`src/rtl/cotm32_pkg.sv`:
```
// Shared core constants: data widths, the instruction-memory window and
// the types used by the instruction-memory arbiter.
package cotm32_pkg;

  localparam int XLEN          = 32;
  localparam int INST_WIDTH    = 32;
  localparam int INST_MEM_SIZE = 1024;

  localparam logic [XLEN-1:0] INST_MEM_START = 32'h0000_1000;
  localparam logic [XLEN-1:0] INST_MEM_END   = INST_MEM_START + 32'(INST_MEM_SIZE) - 32'd1;

  localparam int IMEM_ARB_STARVE_LIMIT = 4;

  typedef enum logic [1:0] {
    OWN_NONE,
    OWN_F,
    OWN_D
  } imem_owner_e;

endpackage

```
`src/rtl/imem_addr_check.sv`:
```
// Range/alignment check of one byte address against the instruction-memory
// window, plus its translation into a memory word index.
module imem_addr_check
  import cotm32_pkg::*;
#(
  parameter int ADDR_WIDTH = $clog2(INST_MEM_SIZE / 4)
) (
  input  logic [XLEN-1:0]       i_addr,
  output logic                  o_legal,
  output logic [ADDR_WIDTH-1:0] o_idx
);

  logic [XLEN-1:0] w_offset;

  assign w_offset = i_addr - INST_MEM_START;

  // Legal means inside the inclusive window and word aligned.
  assign o_legal = (i_addr >= INST_MEM_START) &&
                   (i_addr <= INST_MEM_END) &&
                   (i_addr[1:0] == 2'b00);

  // Word index relative to the window base; out-of-range addresses give a
  // meaningless index, but the arbiter never strobes memory with one.
  assign o_idx = ADDR_WIDTH'(w_offset >> 2);

endmodule

```
`src/rtl/imem_arbiter.sv`:
```
// Shares a single-port synchronous-read instruction memory between the
// fetch port (priority, read-only) and a debug/loader port (read/write).
// A starvation counter guarantees debug one grant every STARVE_LIMIT+1
// cycles under continuous fetch traffic. Responses arrive one cycle after
// the grant; illegal accesses are granted but return err=1, rdata=0.
module imem_arbiter
  import cotm32_pkg::*;
#(
  parameter int STARVE_LIMIT = IMEM_ARB_STARVE_LIMIT,
  parameter int ADDR_WIDTH   = $clog2(INST_MEM_SIZE / 4)
) (
  input  logic                  i_clk,
  input  logic                  i_rst,
  // fetch port
  input  logic                  i_f_req,
  input  logic [XLEN-1:0]       i_f_addr,
  output logic                  o_f_gnt,
  output logic                  o_f_rvalid,
  output logic [INST_WIDTH-1:0] o_f_rdata,
  output logic                  o_f_err,
  // debug port
  input  logic                  i_d_req,
  input  logic                  i_d_we,
  input  logic [3:0]            i_d_be,
  input  logic [XLEN-1:0]       i_d_addr,
  input  logic [31:0]           i_d_wdata,
  output logic                  o_d_gnt,
  output logic                  o_d_rvalid,
  output logic [31:0]           o_d_rdata,
  output logic                  o_d_err,
  // memory port
  output logic                  o_mem_en,
  output logic [3:0]            o_mem_we,
  output logic [ADDR_WIDTH-1:0] o_mem_addr,
  output logic [31:0]           o_mem_wdata,
  input  logic [31:0]           i_mem_rdata
);

  localparam int WCW = (STARVE_LIMIT < 1) ? 1 : $clog2(STARVE_LIMIT + 1);
  localparam logic [WCW-1:0] LIMIT_W = WCW'(STARVE_LIMIT);

  logic                  w_f_legal;
  logic [ADDR_WIDTH-1:0] w_f_idx;
  logic                  w_d_legal;
  logic [ADDR_WIDTH-1:0] w_d_idx;

  logic                  w_d_win;
  logic                  w_legal;
  logic                  w_f_rvalid;
  logic                  w_d_rvalid;
  logic [31:0]           w_resp_data;

  logic [WCW-1:0]        r_wait;
  imem_owner_e           r_owner;
  logic                  r_err;
  logic                  r_we;
  logic [INST_WIDTH-1:0] r_f_rdata;
  logic [31:0]           r_d_rdata;

  imem_addr_check #(.ADDR_WIDTH(ADDR_WIDTH)) u_f_check (
    .i_addr  (i_f_addr),
    .o_legal (w_f_legal),
    .o_idx   (w_f_idx)
  );

  imem_addr_check #(.ADDR_WIDTH(ADDR_WIDTH)) u_d_check (
    .i_addr  (i_d_addr),
    .o_legal (w_d_legal),
    .o_idx   (w_d_idx)
  );

  // Debug wins when starved, or when fetch is not asking; grants are
  // suppressed during reset so nothing is launched that reset would orphan.
  assign w_d_win = i_d_req && ((r_wait == LIMIT_W) || !i_f_req);
  assign o_d_gnt = !i_rst && w_d_win;
  assign o_f_gnt = !i_rst && i_f_req && !w_d_win;

  // Only a legal granted access touches memory; the idle port is held at 0.
  assign w_legal     = o_f_gnt ? w_f_legal : w_d_legal;
  assign o_mem_en    = (o_f_gnt || o_d_gnt) && w_legal;
  assign o_mem_addr  = !o_mem_en ? '0 : (o_f_gnt ? w_f_idx : w_d_idx);
  assign o_mem_we    = (o_mem_en && o_d_gnt && i_d_we) ? i_d_be : 4'b0000;
  assign o_mem_wdata = (o_mem_en && o_d_gnt) ? i_d_wdata : 32'd0;

  // Count consecutive cycles debug has been kept waiting, saturating at the limit.
  always_ff @(posedge i_clk or posedge i_rst) begin
    if (i_rst) begin
      r_wait <= '0;
    end else if (i_d_req && !o_d_gnt) begin
      if (r_wait != LIMIT_W) begin
        r_wait <= r_wait + 1'b1;
      end
    end else begin
      r_wait <= '0;
    end
  end

  // Remember who owns the response due next cycle and what kind it is.
  always_ff @(posedge i_clk or posedge i_rst) begin
    if (i_rst) begin
      r_owner <= OWN_NONE;
      r_err   <= 1'b0;
      r_we    <= 1'b0;
    end else if (o_f_gnt) begin
      r_owner <= OWN_F;
      r_err   <= !w_f_legal;
      r_we    <= 1'b0;
    end else if (o_d_gnt) begin
      r_owner <= OWN_D;
      r_err   <= !w_d_legal;
      r_we    <= i_d_we;
    end else begin
      r_owner <= OWN_NONE;
      r_err   <= 1'b0;
      r_we    <= 1'b0;
    end
  end

  // Memory data is only meaningful for legal reads; writes and faults return 0.
  assign w_resp_data = (r_err || r_we) ? 32'd0 : i_mem_rdata;
  assign w_f_rvalid  = (r_owner == OWN_F);
  assign w_d_rvalid  = (r_owner == OWN_D);

  // Capture each port's response data so it stays visible until its next response.
  always_ff @(posedge i_clk or posedge i_rst) begin
    if (i_rst) begin
      r_f_rdata <= '0;
      r_d_rdata <= '0;
    end else begin
      if (w_f_rvalid) begin
        r_f_rdata <= w_resp_data;
      end
      if (w_d_rvalid) begin
        r_d_rdata <= w_resp_data;
      end
    end
  end

  assign o_f_rvalid = w_f_rvalid;
  assign o_f_err    = w_f_rvalid && r_err;
  assign o_f_rdata  = w_f_rvalid ? w_resp_data : r_f_rdata;

  assign o_d_rvalid = w_d_rvalid;
  assign o_d_err    = w_d_rvalid && r_err;
  assign o_d_rdata  = w_d_rvalid ? w_resp_data : r_d_rdata;

endmodule

```
`config.mk`:
```
export PLATFORM = sky130hd
export DESIGN_NAME = imem_arbiter
export DESIGN_NICKNAME = d
export VERILOG_FILES = /design/src/rtl/cotm32_pkg.sv /design/src/rtl/imem_addr_check.sv /design/src/rtl/imem_arbiter.sv
export SDC_FILE = /design/constraint.sdc
export NUM_CORES = 1
export LEC_CHECK = 0
export CORE_ASPECT_RATIO = 0.5
export CORE_MARGIN = 5
export CORE_UTILIZATION = 36
export DETAILED_ROUTE_END_ITERATION = 12
export GPL_TIMING_DRIVEN = 0
export PLACE_DENSITY = 0.95
export SYNTH_ARGS = -nofsm -noshare
export SYNTH_HDL_FRONTEND = slang
export SYNTH_SLANG_ARGS = --single-unit
```
`constraint.sdc`:
```
create_clock -name i_clk -period 11 [get_ports i_clk]
set_input_delay 2.2 -clock i_clk [delete_from_list [all_inputs] [get_ports i_clk]]
set_output_delay 2.2 -clock i_clk [all_outputs]
set_load 0.01 [all_outputs]
```
==> flow_summary.json <==
{
  "hold_buffers": 0,
  "status": "complete, no violations",
  "maxSlewHeadroom_pct": 42.1,
  "grt_overflow_total": 0,
  "synthTopCellsByArea": "dfrtp_1 56%, nand2_1 14%, o21ai_0 10%",
  "dieArea_um2": 11000,
  "numPortBuffers": 251,
  "drive_gt1_share_pct": 3.16,
  "antenna_found_initial": 0,
  "crit_path_end_kind": "primary output",
  "vdd_drop_max_mv": 0.0770,
  "hold_class": "flop to flop",
  "remaining_drc_errors": 0,
  "clk_latency_ns": 0.34,
  "synthesis.area_um2": 3200,
  "drv_slew": 0,
  "synth_top_area_cell": "dfrtp_1",
  "fin_skew_ns": 0.0104,
  "p_sw_share_pct": 27.0,
  "synthDistinctLibCells": 25,
  "synth-async-reset-ratio_pct": 100,
  "seqPwrFrac_pct": 35.7,
  "drt_iter0_markers": 276,
  "root_buffer": "clkbuf_16",
  "fin_tns_setup_ns": 0,
  "p_switching_mw": 0.244,
  "finalSetupViolCount": 0,
  "fmax_mhz": 137,
  "diodes": 0,
  "via_per_inst": 5.07,
  "syn2layout_area_growth_pct": 93.6,
  "ys.flop_type": "dfrtp_1",
  "drt-pass1-iter-count": 5,
  "post_cts_buffers": 0,
  "die_w_um": 143,
  "core_area_um2": 8680,
  "vias": 3805,
  "syn_avg_cell_area_um2": 8.71,
  "grt_max_degree": 73,
  "ant_nets": 0,
  "clk_pin_slew_ns": 0.06,
  "layout.nets": 768,
  "row_count": 24,
  "cp.required_ns": 8.80,
  "synth_edf_count": 0,
  "rsz0062_at_grt": "false",
  "min_period_ns": 7.27,
  "wl_um": 14000,
  "tritoncts": "yes",
  "cts_made_buffers": 9,
  "yosysMostFrequentCell": "nand2_1",
  "numClockSinks": 71,
  "combPwrFrac_pct": 28.6,
  "drv_cap": 0,
  "p_leak_nw": 2.63,
  "post_cts_resized": 0,
  "final_core_util_pct": 71.3,
  "hold_violations": 0,
  "cp.arrival_ns": 5.07,
  "grt_pass1_vias": 4014,
  "yosysTopAreaCellShare_pct": 55.6,
  "grt_pass1_wl_um": 21700,
  "routabilityCongestion": 0.803,
  "synthTopCellsByCount": "116 x nand2_1, 71 x dfrtp_1, 65 x o21ai_0",
  "seq_area_frac_synth_pct": 55.6,
  "worst-setup-path-type": "input port to primary output",
  "wl_per_cell_um": 18.7,
  "clockPowerShare_pct": 35.7,
  "worst_pin_slew_ns": 0.869,
  "die_h_um": 76.6,
  "cp_max_fo": 72,
  "start_kind": "input port",
  "cts.htree.levels": 3,
  "syn_inst": 367,
  "ios": 252,
  "dp_hpwl_um": 10300,
  "start_util_pct": 36.8,
  "intPower_mw": 0.660,
  "synth-seq-cells": 71,
  "syn_nets": 506,
  "clockBufferDepth": 2,
  "p_per_area_nw_per_um2": 146,
  "grt_usage_pct": 25.4,
  "min_period_over_period_pct": 66.1,
  "yosysWarnings": 0
}
-- per-stage QoR --
| step | instance area [um^2] | std cells | hold slack, ns | total power, mW | setup slack [ns] |
|---|---|---|---|---|---|
| after floorplan | 3200 | 367 | 0.529 | 0.409 | 3.87 |
| after global placement | 5860 | 735 | 0.471 | 0.566 | 2.03 |
| after detailed placement | 5860 | 735 | 0.479 | 0.576 | 3.70 |
| after CTS | 6190 | 750 | 0.495 | 0.905 | 3.66 |
| after global routing | 6190 | 750 | 0.528 | 0.940 | 3.42 |
| final | 6190 | 750 | 0.494 | 0.904 | 3.73 |
-- cells in the final DEF, fill, tap and decap left out, drive strengths merged --
| cell | instances |
|---|---|
| a211o | 1 |
| a21oi | 1 |
| and2 | 36 |
| and4 | 1 |
| buf | 1 |
| bufinv | 2 |
| clkbuf | 32 |
| clkdlybuf4s50 | 251 |
| clkinv | 2 |
| dfrtp | 71 |
| ha | 2 |
| inv | 10 |
| nand2 | 117 |
| nand2b | 2 |
| nand3 | 4 |
| nand4 | 1 |
| nor2 | 8 |
| nor3 | 2 |
| nor4 | 11 |
| nor4b | 2 |
| o21ai | 65 |
| o22ai | 8 |
| o2bb2ai | 1 |
| or3 | 1 |
| xnor2 | 1 |
-- power groups by stage --
stage          clock, mW  combinational [mW]  sequential, mW
5_1_grt            0.339               0.275           0.327
3_3_place_gp           0               0.244           0.322
6_report           0.323               0.258           0.323
4_1_cts            0.325               0.258           0.322
2_1_floorplan          0              0.0880           0.321
3_5_place_dp           0               0.251           0.325
-- final timing paths --
check	depth (start not counted)	from	slack, ns	endpoint
worst max-delay path	7	i_rst	3.73	o_mem_addr[2]
min in group asynchronous	2	i_rst	2.45	r_f_rdata[0]
worst min register to register	2	r_d_rdata[4]	0.49	r_d_rdata[4]
max in group asynchronous	2	i_rst	7.97	r_f_rdata[31]
worst min-delay path	2	r_d_rdata[4]	0.49	r_d_rdata[4]
worst max register to register	6	r_wait[0]	9.03	r_err
-- metal layers --
metal  global-route usage (%)  vias up  share of wire, %  wire, um
li1                         -     1732                 -         -
met1                     26.8     1824                36      5060
met2                     46.5      198                53      7420
met3                     6.52       51               6.1       861
met4                     12.6        0               4.8       667
met5                        0        -                 0         0
-- sequential cells by signal, indices dropped and copies added, names as in the netlist --
name / count
r_err: 1
r_f_rdata: 32
r_we: 1
r_owner: 2
r_wait: 3
r_d_rdata: 32
-- cell families after synthesis --
group / after synthesis / share of synthesized area (%)
XOR/XNOR: 1 / 0.274
buffers and inverters: 32 / 3.99
AO/OA/AOI/OAI: 76 / 12.7
AND/OR/NAND/NOR: 185 / 26.7
flip-flops: 71 / 55.6
adder cells (fa/ha/maj): 2 / 0.783
-- layout make-up --
class / instances / area [um^2]
plain buffers: 21 / 86.3
clock buffers: 12 / 267
clock inverters: 3 / 65.1
fillers: 544 / 2490
inverters: 11 / 43.8
multi-input cells: 264 / 1290
flip-flops and latches: 71 / 1780
well taps: 117 / 146
repair buffers: 251 / 2510
-- critical path: stages --
cell and delay, ns:
clkdlybuf4s50_1 0.48, inv_4 0.65, nand3_1 0.52, clkinv_1 0.38, nand2_1 0.10, o22ai_1 0.15
clkdlybuf4s50_1 0.59
Note: power is estimated with default switching activity, not from simulation.
==> RTL edit, RTL diff (config.mk and constraints unchanged) <==
Set the package constant `INST_MEM_SIZE` to 256 (it was 1024).
--- a/src/rtl/cotm32_pkg.sv
+++ b/src/rtl/cotm32_pkg.sv
@@ -4,7 +4,7 @@
 
   localparam int XLEN          = 32;
   localparam int INST_WIDTH    = 32;
-  localparam int INST_MEM_SIZE = 1024;
+  localparam int INST_MEM_SIZE = 256;
 
   localparam logic [XLEN-1:0] INST_MEM_START = 32'h0000_1000;
   localparam logic [XLEN-1:0] INST_MEM_END   = INST_MEM_START + 32'(INST_MEM_SIZE) - 32'd1;
Interface: changed (resized o_mem_addr); port bits go from 252 to 250. No check against the original RTL was run, so the function may have changed too.
==> RTL edit against the unedited design <==
Area after synthesis up 0.90%; setup slack gained 0.22 ns; power is 5.4% lower; routed wire length increased by 4.4%; sequential share of layout area is 0.22 points higher; utilization fell by 0.78 points; final area decreased by 0.75%; clock skew shrank 0.0037 ns; sequential cell count unchanged; worst hold slack worse by 0.0043 ns; critical path type unchanged; largest cell class unchanged; largest power group unchanged; highest routed layer unchanged.
==> RTL edit: results (changes against the unedited design) <==
The worst register-to-register path ends at r_d_rdata[23]$_DFF_PP0_. The post-synthesis compound-gate area fraction is 12.6% (-0.15 points). The tools report the final routed wirelength across all metal layers as 14600 microns (+4.4%). The measured slew at the worst slew-check pin was 0.869 ns (-0.000170 ns). The met2 track utilization from global routing was 47.2% (+0.68 points); the setup slack of the worst register-to-register path was 9.10 ns (+0.07 ns). The tools report the worst setup timing slack at the placement stage as 3.86 ns (+0.168 ns).

The logs give 7580 microns (+2.1%) for the routed length on met2 and 0.00668 ns (-0.00373 ns) for the clock skew. Counting instances in the post-synthesis netlist gives the leading cell types as 111 x sky130_fd_sc_hd__nand2_1, 71 x sky130_fd_sc_hd__dfrtp_1, 64 x sky130_fd_sc_hd__o21ai_0. The area share of xor/xnor cells in the synthesized design was 0.272% (-0.0024 points); the sequential area share after synthesis was 55.1% (-0.50 points). The run gives 324 uW (about the same) as the flip-flop and latch power. For the final hold slack, the log shows 0.490 ns (-0.00433 ns). The final net count came out at 760 (-1.0%).

Cell area after placement: 5870 sq um (+0.15%). The met3 track utilization from global routing came out at 6.65% (+0.13 points). The detailed placer's ending HPWL is 10900 microns (+6.1%). The post-route minimum period is 7.05 ns (-0.223 ns). The arrival time at the worst endpoint is 4.85 ns (-0.22 ns). The wire length of the first global-routing pass was 22500 microns (+3.9%); the violation count after the first detailed-routing iteration was 299 (+8.3%).

Number of cells after detailed placement: 727 (-1.1%). The reported clock group power came out at 270 uW (-16%). For the leakage component of the power, the log shows 2.65 nW (+0.58%). The worst reg2reg path depth works out to 4 (-2). The flow ran to the end, and the final reports show no timing, DRC or antenna violations. The start point of the worst hold path was r_d_rdata[19]$_DFF_PP0_.

The wire length on met1 was 5050 microns (-0.24%). For the internal power summed over all cells, the log shows 608 uW (-7.9%). The net count after synthesis is 500 (-1.2%). By area the synthesized netlist is led by sky130_fd_sc_hd__dfrtp_1 55%, sky130_fd_sc_hd__nand2_1 13%, sky130_fd_sc_hd__o21ai_0 9.9%, sky130_fd_sc_hd__and2_2 7.2%, sky130_fd_sc_hd__clkbuf_1 2.1%. The number of cells produced by synthesis was 361 (-1.6%); the number of buffers added on ports was 249 (-0.80%). The path with the worst hold slack has its endpoint at r_d_rdata[19]$_DFF_PP0_.

The average detailed-routed wire length per instance works out to 19.7 microns (+5.4%). The run gives 990 microns (+15%) as the met3 routed wirelength. The critical path capture point is o_mem_addr[3]. The met1 track demand over resource was 27.3% (+0.47 points).
==> RTL edit: changes by cell type after synthesis, moves of 2 or more <==
cell / delta
sky130_fd_sc_hd__and2_2: +31
sky130_fd_sc_hd__nand2_1: -5
sky130_fd_sc_hd__and2_1: -34
sky130_fd_sc_hd__nand3_1: -2
sky130_fd_sc_hd__clkbuf_1: -2
sky130_fd_sc_hd__clkbuf_2: +3
sky130_fd_sc_hd__nor4_1: -2
sky130_fd_sc_hd__and3_1: +5
==> RTL edit: layout make-up <==
type | count | area (sq um)
sequential | 71 | 1780
tap | 117 | 146
multi-input combinational | 258 | 1320
buffer | 22 | 87.6
clock buffer | 12 | 256
clock inverter | 4 | 20.0
fill | 574 | 2560
timing repair buffer | 249 | 2490
inverter | 10 | 40.0
